==> src/rtl/oserdes_feeder_pkg.sv <==
// Shared types and constants for the O_SERDES word feeder.
// PRBS7 constants are consumed only when OSERDES_FEEDER_PRBS_EN is defined.
package oserdes_feeder_pkg;

    typedef enum logic [1:0] {
        WAIT_LOCK = 2'd0,
        SETTLE    = 2'd1,
        TRAIN     = 2'd2,
        RUN       = 2'd3
    } state_t;

    localparam int unsigned UF_CNT_W = 8;

    localparam logic [6:0] PRBS7_TAPS = 7'h60;  // x^7 + x^6 + 1
    localparam logic [6:0] PRBS7_SEED = 7'h7F;

    localparam logic [3:0] DEF_IDLE_WORD     = 4'b0000;
    localparam logic [3:0] DEF_TRAIN_PATTERN = 4'b1010;

    // One Fibonacci step; the bit leaving s[6] is the serial output.
    function automatic logic [6:0] prbs7_step(input logic [6:0] s);
        return {s[5:0], ^(s & PRBS7_TAPS)};
    endfunction

endpackage

==> src/rtl/oserdes_feeder_fifo.sv <==
// Synchronous word FIFO with flush; DEPTH must be a power of two >= 2.
module oserdes_feeder_fifo #(
    parameter int unsigned WIDTH = 4,
    parameter int unsigned DEPTH = 4
) (
    input  logic                       i_clk,
    input  logic                       i_rst,
    input  logic                       i_flush,
    input  logic                       i_push,
    input  logic                       i_pop,
    input  logic [WIDTH-1:0]           i_data,
    output logic [WIDTH-1:0]           o_data,
    output logic                       o_full,
    output logic [$clog2(DEPTH+1)-1:0] o_count
);
    localparam int unsigned ADDR_W = $clog2(DEPTH);
    localparam int unsigned CNT_W  = $clog2(DEPTH + 1);

    logic [WIDTH-1:0]  r_mem [DEPTH];
    logic [ADDR_W-1:0] r_wr_ptr;
    logic [ADDR_W-1:0] r_rd_ptr;
    logic [CNT_W-1:0]  r_count;
    logic              w_full;
    logic              w_empty;
    logic              w_do_push;
    logic              w_do_pop;

    assign w_full    = (r_count == CNT_W'(DEPTH));
    assign w_empty   = (r_count == '0);
    assign w_do_push = i_push && !w_full;
    assign w_do_pop  = i_pop && !w_empty;

    always_ff @(posedge i_clk) begin
        if (w_do_push) begin
            r_mem[r_wr_ptr] <= i_data;
        end
    end

    // Flush has priority over any push/pop in the same cycle.
    always_ff @(posedge i_clk) begin
        if (i_rst || i_flush) begin
            r_wr_ptr <= '0;
            r_rd_ptr <= '0;
            r_count  <= '0;
        end else begin
            if (w_do_push) begin
                r_wr_ptr <= r_wr_ptr + ADDR_W'(1);
            end
            if (w_do_pop) begin
                r_rd_ptr <= r_rd_ptr + ADDR_W'(1);
            end
            r_count <= r_count + CNT_W'(w_do_push) - CNT_W'(w_do_pop);
        end
    end

    assign o_data  = r_mem[r_rd_ptr];
    assign o_full  = w_full;
    assign o_count = r_count;

endmodule

==> src/rtl/oserdes_word_feeder.sv <==
// Fabric-side feeder for a 4:1 O_SERDES: lock settle, training burst, then FIFO words per load slot.
// Define OSERDES_FEEDER_PRBS_EN to train with PRBS7 chunks instead of TRAIN_PATTERN.
module oserdes_word_feeder
    import oserdes_feeder_pkg::*;
#(
    parameter int unsigned       WIDTH         = 4,
    parameter int unsigned       FIFO_DEPTH    = 4,
    parameter int unsigned       LOAD_INTERVAL = 1,
    parameter int unsigned       LOCK_SETTLE   = 8,
    parameter int unsigned       TRAIN_WORDS   = 16,
    parameter logic [WIDTH-1:0]  TRAIN_PATTERN = WIDTH'(DEF_TRAIN_PATTERN),
    parameter logic [WIDTH-1:0]  IDLE_WORD     = WIDTH'(DEF_IDLE_WORD)
) (
    input  logic                i_clk,
    input  logic                i_rst,
    input  logic                i_pll_lock,
    input  logic [WIDTH-1:0]    i_data_in,
    input  logic                i_data_valid,
    output logic                o_data_ready,
    output logic [WIDTH-1:0]    o_d_out,
    output logic                o_load_word,
    output logic                o_oe,
    output logic                o_train_done,
    output logic [UF_CNT_W-1:0] o_underflow_cnt
);
    localparam int unsigned CNT_W    = $clog2(FIFO_DEPTH + 1);
    localparam int unsigned SLOT_W   = $clog2(LOAD_INTERVAL + 1);
    localparam int unsigned SETTLE_W = $clog2(LOCK_SETTLE + 1);
    localparam int unsigned TRAIN_W  = $clog2(TRAIN_WORDS + 1);

    state_t              r_state;
    state_t              w_next_state;
    logic [SLOT_W-1:0]   r_slot_cnt;
    logic [SETTLE_W-1:0] r_settle_cnt;
    logic [TRAIN_W-1:0]  r_train_cnt;
    logic [WIDTH-1:0]    r_d_out;
    logic                r_load_word;
    logic                r_oe;
    logic                r_train_done;
    logic [UF_CNT_W-1:0] r_uf_cnt;

    logic                w_active;
    logic                w_next_active;
    logic                w_slot;
    logic                w_ready;
    logic                w_pop;
    logic                w_uf_inc;
    logic                w_load_nxt;
    logic [WIDTH-1:0]    w_d_out_nxt;
    logic [WIDTH-1:0]    w_train_word;
    logic [WIDTH-1:0]    w_fifo_data;
    logic                w_fifo_full;
    logic                w_fifo_empty;
    logic [CNT_W-1:0]    w_fifo_count;

    assign w_active      = (r_state == TRAIN) || (r_state == RUN);
    assign w_next_active = (w_next_state == TRAIN) || (w_next_state == RUN);
    assign w_slot        = w_active && (r_slot_cnt == '0);
    assign w_fifo_empty  = (w_fifo_count == '0);
    assign w_ready       = w_active && !w_fifo_full;

    oserdes_feeder_fifo #(
        .WIDTH (WIDTH),
        .DEPTH (FIFO_DEPTH)
    ) u_fifo (
        .i_clk   (i_clk),
        .i_rst   (i_rst),
        .i_flush (!i_pll_lock),
        .i_push  (i_data_valid && w_ready),
        .i_pop   (w_pop),
        .i_data  (i_data_in),
        .o_data  (w_fifo_data),
        .o_full  (w_fifo_full),
        .o_count (w_fifo_count)
    );

`ifdef OSERDES_FEEDER_PRBS_EN
    logic [6:0]       r_lfsr;
    logic [6:0]       w_lfsr_nxt;
    logic [WIDTH-1:0] w_prbs_word;

    // Advance WIDTH bits per slot; first bit out lands in the MSB.
    always_comb begin
        w_lfsr_nxt  = r_lfsr;
        w_prbs_word = '0;
        for (int i = WIDTH - 1; i >= 0; i--) begin
            w_prbs_word[i] = w_lfsr_nxt[6];
            w_lfsr_nxt     = prbs7_step(w_lfsr_nxt);
        end
    end

    always_ff @(posedge i_clk) begin
        if (i_rst || (r_state != TRAIN)) begin
            r_lfsr <= PRBS7_SEED;
        end else if (w_slot) begin
            r_lfsr <= w_lfsr_nxt;
        end
    end

    assign w_train_word = w_prbs_word;
`else
    assign w_train_word = TRAIN_PATTERN;
`endif

    always_ff @(posedge i_clk) begin
        if (i_rst) begin
            r_state <= WAIT_LOCK;
        end else begin
            r_state <= w_next_state;
        end
    end

    // Lock loss overrides every state.
    always_comb begin
        w_next_state = r_state;
        if (!i_pll_lock) begin
            w_next_state = WAIT_LOCK;
        end else begin
            case (r_state)
                WAIT_LOCK: w_next_state = SETTLE;
                SETTLE: begin
                    if (r_settle_cnt == SETTLE_W'(LOCK_SETTLE - 1)) begin
                        w_next_state = TRAIN;
                    end
                end
                TRAIN: begin
                    if (w_slot && (r_train_cnt == TRAIN_W'(TRAIN_WORDS - 1))) begin
                        w_next_state = RUN;
                    end
                end
                default: w_next_state = r_state;
            endcase
        end
    end

    always_comb begin
        w_load_nxt  = 1'b0;
        w_d_out_nxt = r_d_out;
        w_pop       = 1'b0;
        w_uf_inc    = 1'b0;
        if (!i_pll_lock) begin
            w_d_out_nxt = IDLE_WORD;
        end else if (w_slot) begin
            w_load_nxt = 1'b1;
            if (r_state == TRAIN) begin
                w_d_out_nxt = w_train_word;
            end else if (!w_fifo_empty) begin
                w_pop       = 1'b1;
                w_d_out_nxt = w_fifo_data;
            end else begin
                w_d_out_nxt = IDLE_WORD;
                w_uf_inc    = 1'b1;
            end
        end
    end

    always_ff @(posedge i_clk) begin
        if (i_rst) begin
            r_slot_cnt   <= '0;
            r_settle_cnt <= '0;
            r_train_cnt  <= '0;
            r_d_out      <= IDLE_WORD;
            r_load_word  <= 1'b0;
            r_oe         <= 1'b0;
            r_train_done <= 1'b0;
            r_uf_cnt     <= '0;
        end else begin
            r_d_out      <= w_d_out_nxt;
            r_load_word  <= w_load_nxt;
            r_oe         <= i_pll_lock && w_active;
            r_train_done <= (w_next_state == RUN);

            if (w_active && w_next_active) begin
                r_slot_cnt <= (r_slot_cnt == SLOT_W'(LOAD_INTERVAL - 1)) ? '0 : r_slot_cnt + SLOT_W'(1);
            end else begin
                r_slot_cnt <= '0;
            end

            if ((r_state == SETTLE) && (w_next_state == SETTLE)) begin
                r_settle_cnt <= r_settle_cnt + SETTLE_W'(1);
            end else begin
                r_settle_cnt <= '0;
            end

            if (r_state != TRAIN) begin
                r_train_cnt <= '0;
            end else if (w_slot) begin
                r_train_cnt <= r_train_cnt + TRAIN_W'(1);
            end

            if (w_uf_inc && (r_uf_cnt != '1)) begin
                r_uf_cnt <= r_uf_cnt + UF_CNT_W'(1);
            end
        end
    end

    assign o_data_ready    = w_ready;
    assign o_d_out         = r_d_out;
    assign o_load_word     = r_load_word;
    assign o_oe            = r_oe;
    assign o_train_done    = r_train_done;
    assign o_underflow_cnt = r_uf_cnt;

endmodule
==> config.mk <==
export PLATFORM = sky130hd
export DESIGN_NAME = oserdes_word_feeder
export DESIGN_NICKNAME = d
export VERILOG_FILES = /design/src/rtl/oserdes_feeder_pkg.sv /design/src/rtl/oserdes_feeder_fifo.sv /design/src/rtl/oserdes_word_feeder.sv
export SDC_FILE = /design/constraint.sdc
export NUM_CORES = 1
export LEC_CHECK = 0
export CORE_ASPECT_RATIO = 1.25
export CORE_MARGIN = 8
export CORE_UTILIZATION = 45
export DETAILED_ROUTE_END_ITERATION = 8
export GPL_ROUTABILITY_DRIVEN = 0
export MAX_ROUTING_LAYER = met4
export PLACE_DENSITY = 0.72
export SYNTH_ARGS = -nofsm -noshare
export SYNTH_HDL_FRONTEND = slang
export SYNTH_SLANG_ARGS = --single-unit
==> constraint.sdc <==
create_clock -name i_clk -period 2.9 [get_ports i_clk]
set_input_delay 0.725 -clock i_clk [delete_from_list [all_inputs] [get_ports i_clk]]
set_output_delay 0.725 -clock i_clk [all_outputs]
set_load 0.05 [all_outputs]
# ---- Yosys cells after proc, flatten, opt, wreduce, memory -nomap -nowiden
# Memory sizes are Yosys's and may differ from the RTL's. A register that Yosys moved wholly into a read port is not among the register bits.
# Index checks and enable logic that the tools add are counted.
dict set report word_totals {
  ff_bits 34
  ramBits 16
  inputBits 8
  out_inout_bits 16
  elab_cells 77
  memories 1
}
dict set report op_classes {
  addsub 8
  eq_ne 11
  muxes 19
  bitwise_logic 4
  n_reduce_logical 22
}
# name words word_bits read_ports rd_clocked_by_memory_dff wr line_no
set memory_table {}
lappend memory_table {u_fifo.r_mem 4 4 1 1 1 oserdes_feeder_fifo.sv:19} ;# logic [WIDTH-1:0] r_mem [DEPTH];
# op n
set ops {}
lappend ops {{$mux 1} 11}
lappend ops {{$logic_and 1x1->1} 10}
lappend ops {{$mux 2} 5}
lappend ops {{$add 8x1->8 const B} 1}
lappend ops {{$eq 2x2->1 const B} 4}
lappend ops {{$mux 4} 2}
lappend ops {{$ne 8x8->1 const B} 1}
lappend ops {{$pmux 2 s3} 1}
lappend ops {{$reduce_or 2->1} 3}
lappend ops {{$add 5x1->5 const B} 1}
lappend ops {{$eq 5x4->1 const B} 1}
lappend ops {{$add 2x1->2 const B} 2}
lappend ops {{$add 4x1->4 const B} 1}
lappend ops {{$eq 2x1->1 const B} 2}
lappend ops {{$eq 4x3->1 const B} 1}
lappend ops {{$not 1->1} 4}
lappend ops {{$add 3x1->3} 1}
lappend ops {{$eq 3x3->1 const B} 1}
lappend ops {{$logic_not 1->1} 3}
lappend ops {{$logic_not 3->1} 1}
lappend ops {{$logic_or 1x1->1} 3}
lappend ops {{$reduce_or 3->1} 1}
lappend ops {{$sub 3x1->3} 1}
lappend ops {{$logic_not 2->1} 1}
lappend ops {{2 further kinds} 2}

# ---- Logic depth before layout (Yosys ltp)
# Gate-level depths: netlist of the first run.
dict set report logic_depth {
  depth_word 12
  depth_mapped 10
  depth_no_buf 9
}

# ---- Cells and area by module
# Synthesis of the first run repeated with hierarchy kept, for this count alone.
dict set report unflattened {
  hier_cells 198
  area_unflattened_um2 2192.1
}
# module instances cells_each area_each_um2 seq_area_each_um2
set by_module_without_submodules {}
lappend by_module_without_submodules {oserdes_word_feeder 1 130 1147.4 540.5}
lappend by_module_without_submodules {oserdes_feeder_fifo 1 68 1044.8 660.6}

# ---- Worst setup path after synthesis of the first run
# Ideal clock, no wire load.
dict set report synth_path {
  kind {flip-flop to flip-flop}
  from {reg u_fifo.r_count[0], in the netlist u_fifo.o_count[0]}
  to {reg u_fifo.r_count[2], in the netlist u_fifo.o_count[2]}
  setup_ps 128
  t_arrival_ps 2209
  required_time_ps 2772
  slack_ps 563
  stages_incl_launch_ff 10
  n_path_buf 0
  period_less_slack_ps 2337
  path_cell_list {dfxtp_1 or3_2 and3_1 ha_1 inv_1 ha_1 fa_1 xnor2_1 xnor2_1 nor2_1}
}
dict set report synth_via {
  elab_chain_len 7
  elab_cells_between_ends 14
  cone_classes {add/sub (2); eq/ne (1); mux (4); reduce/logical (7)}
}
# item line_no
set synth_rtl {}
lappend synth_rtl {{from (decl)} oserdes_feeder_fifo.sv:22} ;# logic [CNT_W-1:0] r_count;
lappend synth_rtl {{from (signal assigned)} oserdes_feeder_fifo.sv:52} ;# r_count <= r_count + CNT_W'(w_do_push) - CNT_W'(w_do_pop);
lappend synth_rtl {{$logic_not 3->1 (*)} {oserdes_feeder_fifo.sv:29, oserdes_word_feeder.sv:59}}
lappend synth_rtl {{$mux 1} oserdes_word_feeder.sv:147} ;# end else if (!w_fifo_empty) begin
lappend synth_rtl {{$mux 1} oserdes_word_feeder.sv:145} ;# if (r_state == TRAIN) begin
lappend synth_rtl {{$mux 1} oserdes_word_feeder.sv:143} ;# end else if (w_slot) begin
lappend synth_rtl {{$mux 1} oserdes_word_feeder.sv:141} ;# if (!i_pll_lock) begin
lappend synth_rtl {{$logic_and 1x1->1 (*)} oserdes_feeder_fifo.sv:31} ;# assign w_do_pop = i_pop && !w_empty;
lappend synth_rtl {{via u_fifo.w_do_pop} oserdes_feeder_fifo.sv:26} ;# logic w_do_pop;
lappend synth_rtl {{$sub 3x1->3 (*)} oserdes_feeder_fifo.sv:52}
# Mark *: on every way through the listed nets, which the timed path passes. The rest lies on a longest branch.
# A chain may end at the register's enable or synchronous reset.

# ---- Worst setup path after layout of the first run
dict set report layout_path {
  from {reg u_fifo.r_count[2], in the netlist u_fifo.o_count[2]}
  to {out o_data_ready}
}
dict set report layout_via {
  elab_chain_len 3
}
# item line_no
set layout_rtl {}
lappend layout_rtl {{$eq 3x3->1} oserdes_feeder_fifo.sv:28} ;# assign w_full = (r_count == CNT_W'(DEPTH));
lappend layout_rtl {{$logic_not 1->1} oserdes_word_feeder.sv:60} ;# assign w_ready = w_active && !w_fifo_full;
lappend layout_rtl {{$logic_and 1x1->1} oserdes_word_feeder.sv:60}
lappend layout_rtl {{to (decl)} oserdes_word_feeder.sv:19} ;# output logic o_data_ready,
# No other way between the ends.

==> run summary, run 1 <==
Outcome - completed
Crit Path Max Fanout - 4
RSZ-0062 raised after global routing - false
Htree depth - 2
Hold Buf Count CTS - 0
Syn-to-layout area delta - 17.57%
Worst setup EP type - output pin
Area of the multi-input gates - 905.9 sq um
Critical path's largest stage delay - 700 ps
Syn nets - 210
Setup WS pre-CTS - 203.0 ps
Post-layout min period - 2535 ps
Final instance area - 0.002554 sq mm
Startpoint types - flop
Clk buf depth - 2
Via count - 1,431
Cells after Synth - 191
Setup Skew - 8.476 ps
Sequential cell area fraction in the yosys report - 55.30%
Netlist cell types - 39
Post-CTS setup buffer count - 0
Clock transition at path regs - 90 ps
IO Pins - 24
Clk sink count - 52
Root buf cell - clkbuf_8
Top_reg_cell synth - dfxtp_1
#FFs+latches synth - 52
Synth top cells by count - dfxtp_1 (36), nor2_1 (25), edfxtp_1 (16)
Average wire per standard cell - 13.03 um
Die Span X - 78.14 um
DP Area - 0.002465 sq mm
Gates resized, CTS repair - 0
Pint - 0.9351 mW
Initial core utilization - 46.27%
Port bufs - 23
Fillcell total - 428
Die height - 93.68 um
Diodes inserted - 0
Worst-Skew Late Latency - 300 ps
Pre-antenna DRT Iters - 3
Static Leak - 0.8863 nW
Initial DRC Count - 48
Vias in the first global route - 1,452
Crit-path slowest cell - clkdlybuf4s50_1
Final Cycle Share - 87.42%
EDFF count, synth - 16
Pin count of the biggest net entering global routing - 17
Post-DRT Antenna Nets - 0
Slew HR - 62.07%
DP HPWL - 2737 um
Final setup margin - 364.9 ps
Full die area - 0.007320 sq mm
Critical path type - reg2out
DR DRC count - 0
Sw frac - 20.84%
Layout cell share with drive strength beyond 1 - 10.05%
Area of the mapped netlist - 0.002172 sq mm
First-pass GRT wire length - 6527 um
Pwr/cell area - 462.6 mW/mm^2
Logic pwr share - 2.2%
Synth async-reset ratio - 0%
Hold slack - 450.2 ps
Slew @ Worst Pin - 569.0 ps
Top post-synthesis cells by area - dfxtp_1 (33%), edfxtp_1 (22%), ha_1 (5.8%), nor2_1 (4.3%), mux4_2 (4.1%)
Antenna violations before repair - 0
Top-count cell post-synth - dfxtp_1
Setup Viol. Count Final - 0
Fin util - 54.40%
Setup TNS - 0 ps
Final hold violations - 0
Num CTS Buffers - 5
Worst vdd ir - 0.0003724 V
FP Rows - 28
CP required - 2170 ps
Hold Path Class - reg2reg
Core Area - 0.004695 sq mm
Detailed Route WL - 3635 um
GR Overflow Total - 0
Layout net count - 237
Worst path cell trace - inv_1, o31a_2, clkdlybuf4s50_1
Warnings from Yosys - 0
Vias per inst - 5.129
Switch Pwr - 0.2462 mW
Clock power frac - 34.2%
Global Route Usage Sum - 11.46%
Mean Syn Cell Area - 11.37 sq um
Max-cap violations - 0
Worst Path Arrival - 1810 ps
Reg area - 0.001201 sq mm
Slew Limit Fails - 0
Max Freq - 0.3945 GHz
Top-area cell type share of the netlist area - 33.18%
Area leader, netlist - dfxtp_1
CTS tree - yes
Sequential share of power - 63.7%
power by group through the flow:
stage	clock network [mW]	registers [mW]	logic (mW)
CTS	0.421	0.753	0.0260
global placement	0	0.769	0.0253
global route	0.445	0.753	0.0278
floorplan	0	0.769	0.00883
detailed placement	0	0.769	0.0258
finish	0.403	0.752	0.0255
final cells by class:
cell class | instances | area share [%]
clock buffer | 6 | 2.842
multi-input combinational | 124 | 35.47
inverter | 10 | 1.470
sequential | 52 | 47.04
timing repair buffer | 25 | 9.603
tap | 60 | 2.940
clock inverter | 2 | 0.6369
stage by stage:
stage               instances  power (mW)
floorplan                 191      0.7773
global placement          271      0.7945
detailed placement        271      0.7952
CTS                       279       1.200
global route              279       1.226
finish                    279       1.181
cells in the final DEF, fill, tap and decap left out, types with 4 or more instances in the layout:
cell type / n
edfxtp_1: 16
nor2_1: 25
o21ai_0: 5
xnor2_1: 6
mux4_2: 4
and2_1: 8
clkdlybuf4s50_1: 23
nand2_1: 6
a21oi_1: 9
clkbuf_8: 5
nand3_1: 7
inv_1: 10
ha_1: 10
dfxtp_1: 36
xor2_1: 5
state kept, by name (all words and copies together) (netlist names), named ones only:
signal           flops
o_d_out              4
o_load_word          1
o_oe                 1
o_train_done         1
o_underflow_cnt      8
r_settle_cnt         4
r_slot_cnt           1
r_state              2
r_train_cnt          5
u_fifo.o_count       3
u_fifo.r_mem        16
u_fifo.r_rd_ptr      2
u_fifo.r_wr_ptr      2
per-layer routing:
| metal | wire length, um | GRT usage (%) |
|---|---|---|
| met3 | 198 | 3.544 |
| met5 | 0 | - |
| met2 | 1794 | 19.03 |
| met4 | 59 | 4.954 |
| met1 | 1584 | 12.35 |
worst max-delay path, delay by kind of cell, from the launching register on:
kind,cells,cell delay (ps)
buffers and inverters,2,780
flip-flops,1,440
AO/OA/AOI/OAI,1,280
final timing paths:
kind,start,endpoint,slack (ps),cells past startpoint
setup reg to reg,u_fifo.o_count[1]$_SDFF_PP0_,u_fifo.o_count[2]$_SDFF_PP0_,490,9
hold reg to reg,r_settle_cnt[0]$_SDFF_PP0_,r_settle_cnt[0]$_SDFF_PP0_,450,1
hold / removal,r_settle_cnt[0]$_SDFF_PP0_,r_settle_cnt[0]$_SDFF_PP0_,450,1
setup / recovery,u_fifo.o_count[2]$_SDFF_PP0_,o_data_ready,360,3
cell families after synthesis:
kind of cell	count (synthesis)	synth area share (%)
and+or+nand+nor	71	18.03
DFF	52	55.30
AOI/OAI and AO/OA	24	7.315
buffers and inverters	15	2.995
adders and majority gates	11	6.682
xor gates and xnor gates	11	4.435
muxes	6	5.069
other	1	0.1726
(Power assumes the default switching activity.)
==> run 2, diff against run 1 <==
- MAX_ROUTING_LAYER: met4 -> default
==> run summary, run 2 (synthesis results as in run 1) <==
Outcome - completed
Final hold violations - 0 (unchanged)
Final setup margin - 366.9 ps (+1.987 ps)
Reg2reg path depth - 9 (unchanged)
Slew Limit Fails - 0 (unchanged)
Most frequent cells in the layout - dfxtp_1 (36), nor2_1 (25), clkdlybuf4s50_1 (23), edfxtp_1 (16)
Diodes inserted - 0 (unchanged)
Gates resized, CTS repair - 0 (unchanged)
Average wire per standard cell - 13.14 um (+0.83%)
Die Span X - 78.14 um (unchanged)
FF-to-FF setup slack - 490 ps (about the same)
Post-layout min period - 2533 ps (-1.987 ps)
Setup Skew - 7.229 ps (-1.247 ps)
Clk buf depth - 2 (unchanged)
Vias per inst - 5.136 (+0.14%)
DP HPWL - 2737 um (unchanged)
Slew @ Worst Pin - 589.5 ps (+20.47 ps)
FP Rows - 28 (unchanged)
Hold_sp - r_settle_cnt[0]$_SDFF_PP0_
Hold Path End - r_settle_cnt[0]$_SDFF_PP0_
Port bufs - 23 (unchanged)
Initial core utilization - 46.27% (unchanged)
Num CTS Buffers - 5 (unchanged)
Root buf cell - clkbuf_8
Initial DRC Count - 45 (-6.3%)
Post-CTS setup buffer count - 0 (unchanged)
Hold slack - 451.2 ps (+0.9910 ps)
CP required - 2170 ps (about the same)
Static Leak - 0.8863 nW (unchanged)
Via count - 1,433 (+0.14%)
Vias in the first global route - 1,455 (+0.21%)
Final Cycle Share - 87.35% (about the same)
DR DRC count - 0 (unchanged)
Clk sink count - 52 (unchanged)
Crit Path Max Fanout - 4 (unchanged)
Setup Viol. Count Final - 0 (unchanged)
IO Pins - 24 (unchanged)
Worst vdd ir - 0.0003719 V (-0.14%)
CTS tree - yes
Slew HR - 60.70% (-1.4 points)
Post-DRT Antenna Nets - 0 (unchanged)
Min-Delay Path Depth - 1 (unchanged)
Pin count of the biggest net entering global routing - 17 (unchanged)
Startpoint types - flop
RSZ-0062 raised after global routing - false
Htree depth - 2 (unchanged)
Critical path type - reg2out
Max reg flops - 16 (unchanged)
Detailed Route WL - 3665 um (+0.83%)
Commonest non-fill, non-tap cell in the layout - dfxtp_1
Worst-Skew Late Latency - 300 ps (about the same)
Layout net count - 237 (unchanged)
Setup WS pre-CTS - 203.0 ps (unchanged)
Max Freq - 0.3948 GHz (about the same)
Hold Buf Count CTS - 0 (unchanged)
Hold Path Class - reg2reg
Worst Path Arrival - 1810 ps (about the same)
Full die area - 0.007320 sq mm (unchanged)
Layout cell share with drive strength beyond 1 - 10.05% (unchanged)
Global Route Usage Sum - 11.14% (-0.32 points)
Clock transition at path regs - 90 ps (about the same)
Setup TNS - 0 ps (unchanged)
Antenna violations before repair - 0 (unchanged)
Syn-to-layout area delta - 17.57% (unchanged)
First-pass GRT wire length - 6527 um (unchanged)
Reg2reg start - u_fifo.o_count[1]$_SDFF_PP0_
Core Area - 0.004695 sq mm (unchanged)
Fillcell total - 428 (unchanged)
Worst setup EP type - output pin
Max-cap violations - 0 (unchanged)
Most flops, register - u_fifo.r_mem
Die height - 93.68 um (unchanged)
Pre-antenna DRT Iters - 2 (-1)
GR Overflow Total - 0 (unchanged)
FF-to-FF End - u_fifo.o_count[2]$_SDFF_PP0_
Pwr/cell area - 463.1 mW/mm^2 (about the same)
## run 2: cell counts in the layout (fill, tap and decap cells not counted)
No cell type changed its count.
## run 2: power breakdown
| part | switching, mW | internal (mW) | leakage (nW) | total [mW] |
|---|---|---|---|---|
| clock network | 0.233 | 0.172 | 0.0414 | 0.405 |
| logic | 0.0119 | 0.0136 | 0.411 | 0.0255 |
| registers | 0.00277 | 0.750 | 0.434 | 0.752 |
| total | 0.247 | 0.935 | 0.886 | 1.18 |
## run 2: worst max-delay path, cell delays in order, from the launching register on
cell,delay [ps]
dfxtp_1,440
inv_1,80
o31a_2,280
clkdlybuf4s50_1,700
## run 2: worst max-delay path by stage
stage | from | to | slack (ps) | cells past startpoint
floorplan | u_fifo.o_count[0]$_SDFF_PP0_ | u_fifo.o_count[2]$_SDFF_PP0_ | 560 | 9
global placement | i_pll_lock | u_fifo.o_count[2]$_SDFF_PP0_ | 220 | 9
detailed placement | i_pll_lock | u_fifo.o_count[2]$_SDFF_PP0_ | 200 | 9
CTS | u_fifo.o_count[2]$_SDFF_PP0_ | o_data_ready | 340 | 3
global route | u_fifo.o_count[2]$_SDFF_PP0_ | o_data_ready | 280 | 3
finish | u_fifo.o_count[2]$_SDFF_PP0_ | o_data_ready | 370 | 3
## run 2: through the flow
stage	std cells	cell area (sq um)	utilization [%]	power (mW)
global placement	271	2465	52.51	0.7945
global route	279	2554	54.40	1.226
floorplan	191	2172	-	0.7773
detailed placement	271	2465	52.51	0.7952
finish	279	2554	54.40	1.182
CTS	279	2554	54.40	1.200
## run 2: layout make-up
type / instances / area, sq um / area share (%)
flip-flops and latches: 52 / 1201 / 47.04
inverters: 10 / 37.54 / 1.470
clock inverters: 2 / 16.27 / 0.6369
multi-input cells: 124 / 905.9 / 35.47
clock buffers: 6 / 72.57 / 2.842
well taps: 60 / 75.07 / 2.940
repair buffers: 25 / 245.2 / 9.603
## run 2: metal layers
layer,GRT usage (%),up-vias,wire length [um]
li1,-,715,-
met1,12.35,686,1606
met2,19.03,27,1797
met3,3.544,5,199
met4,4.954,0,61
met5,0,-,0
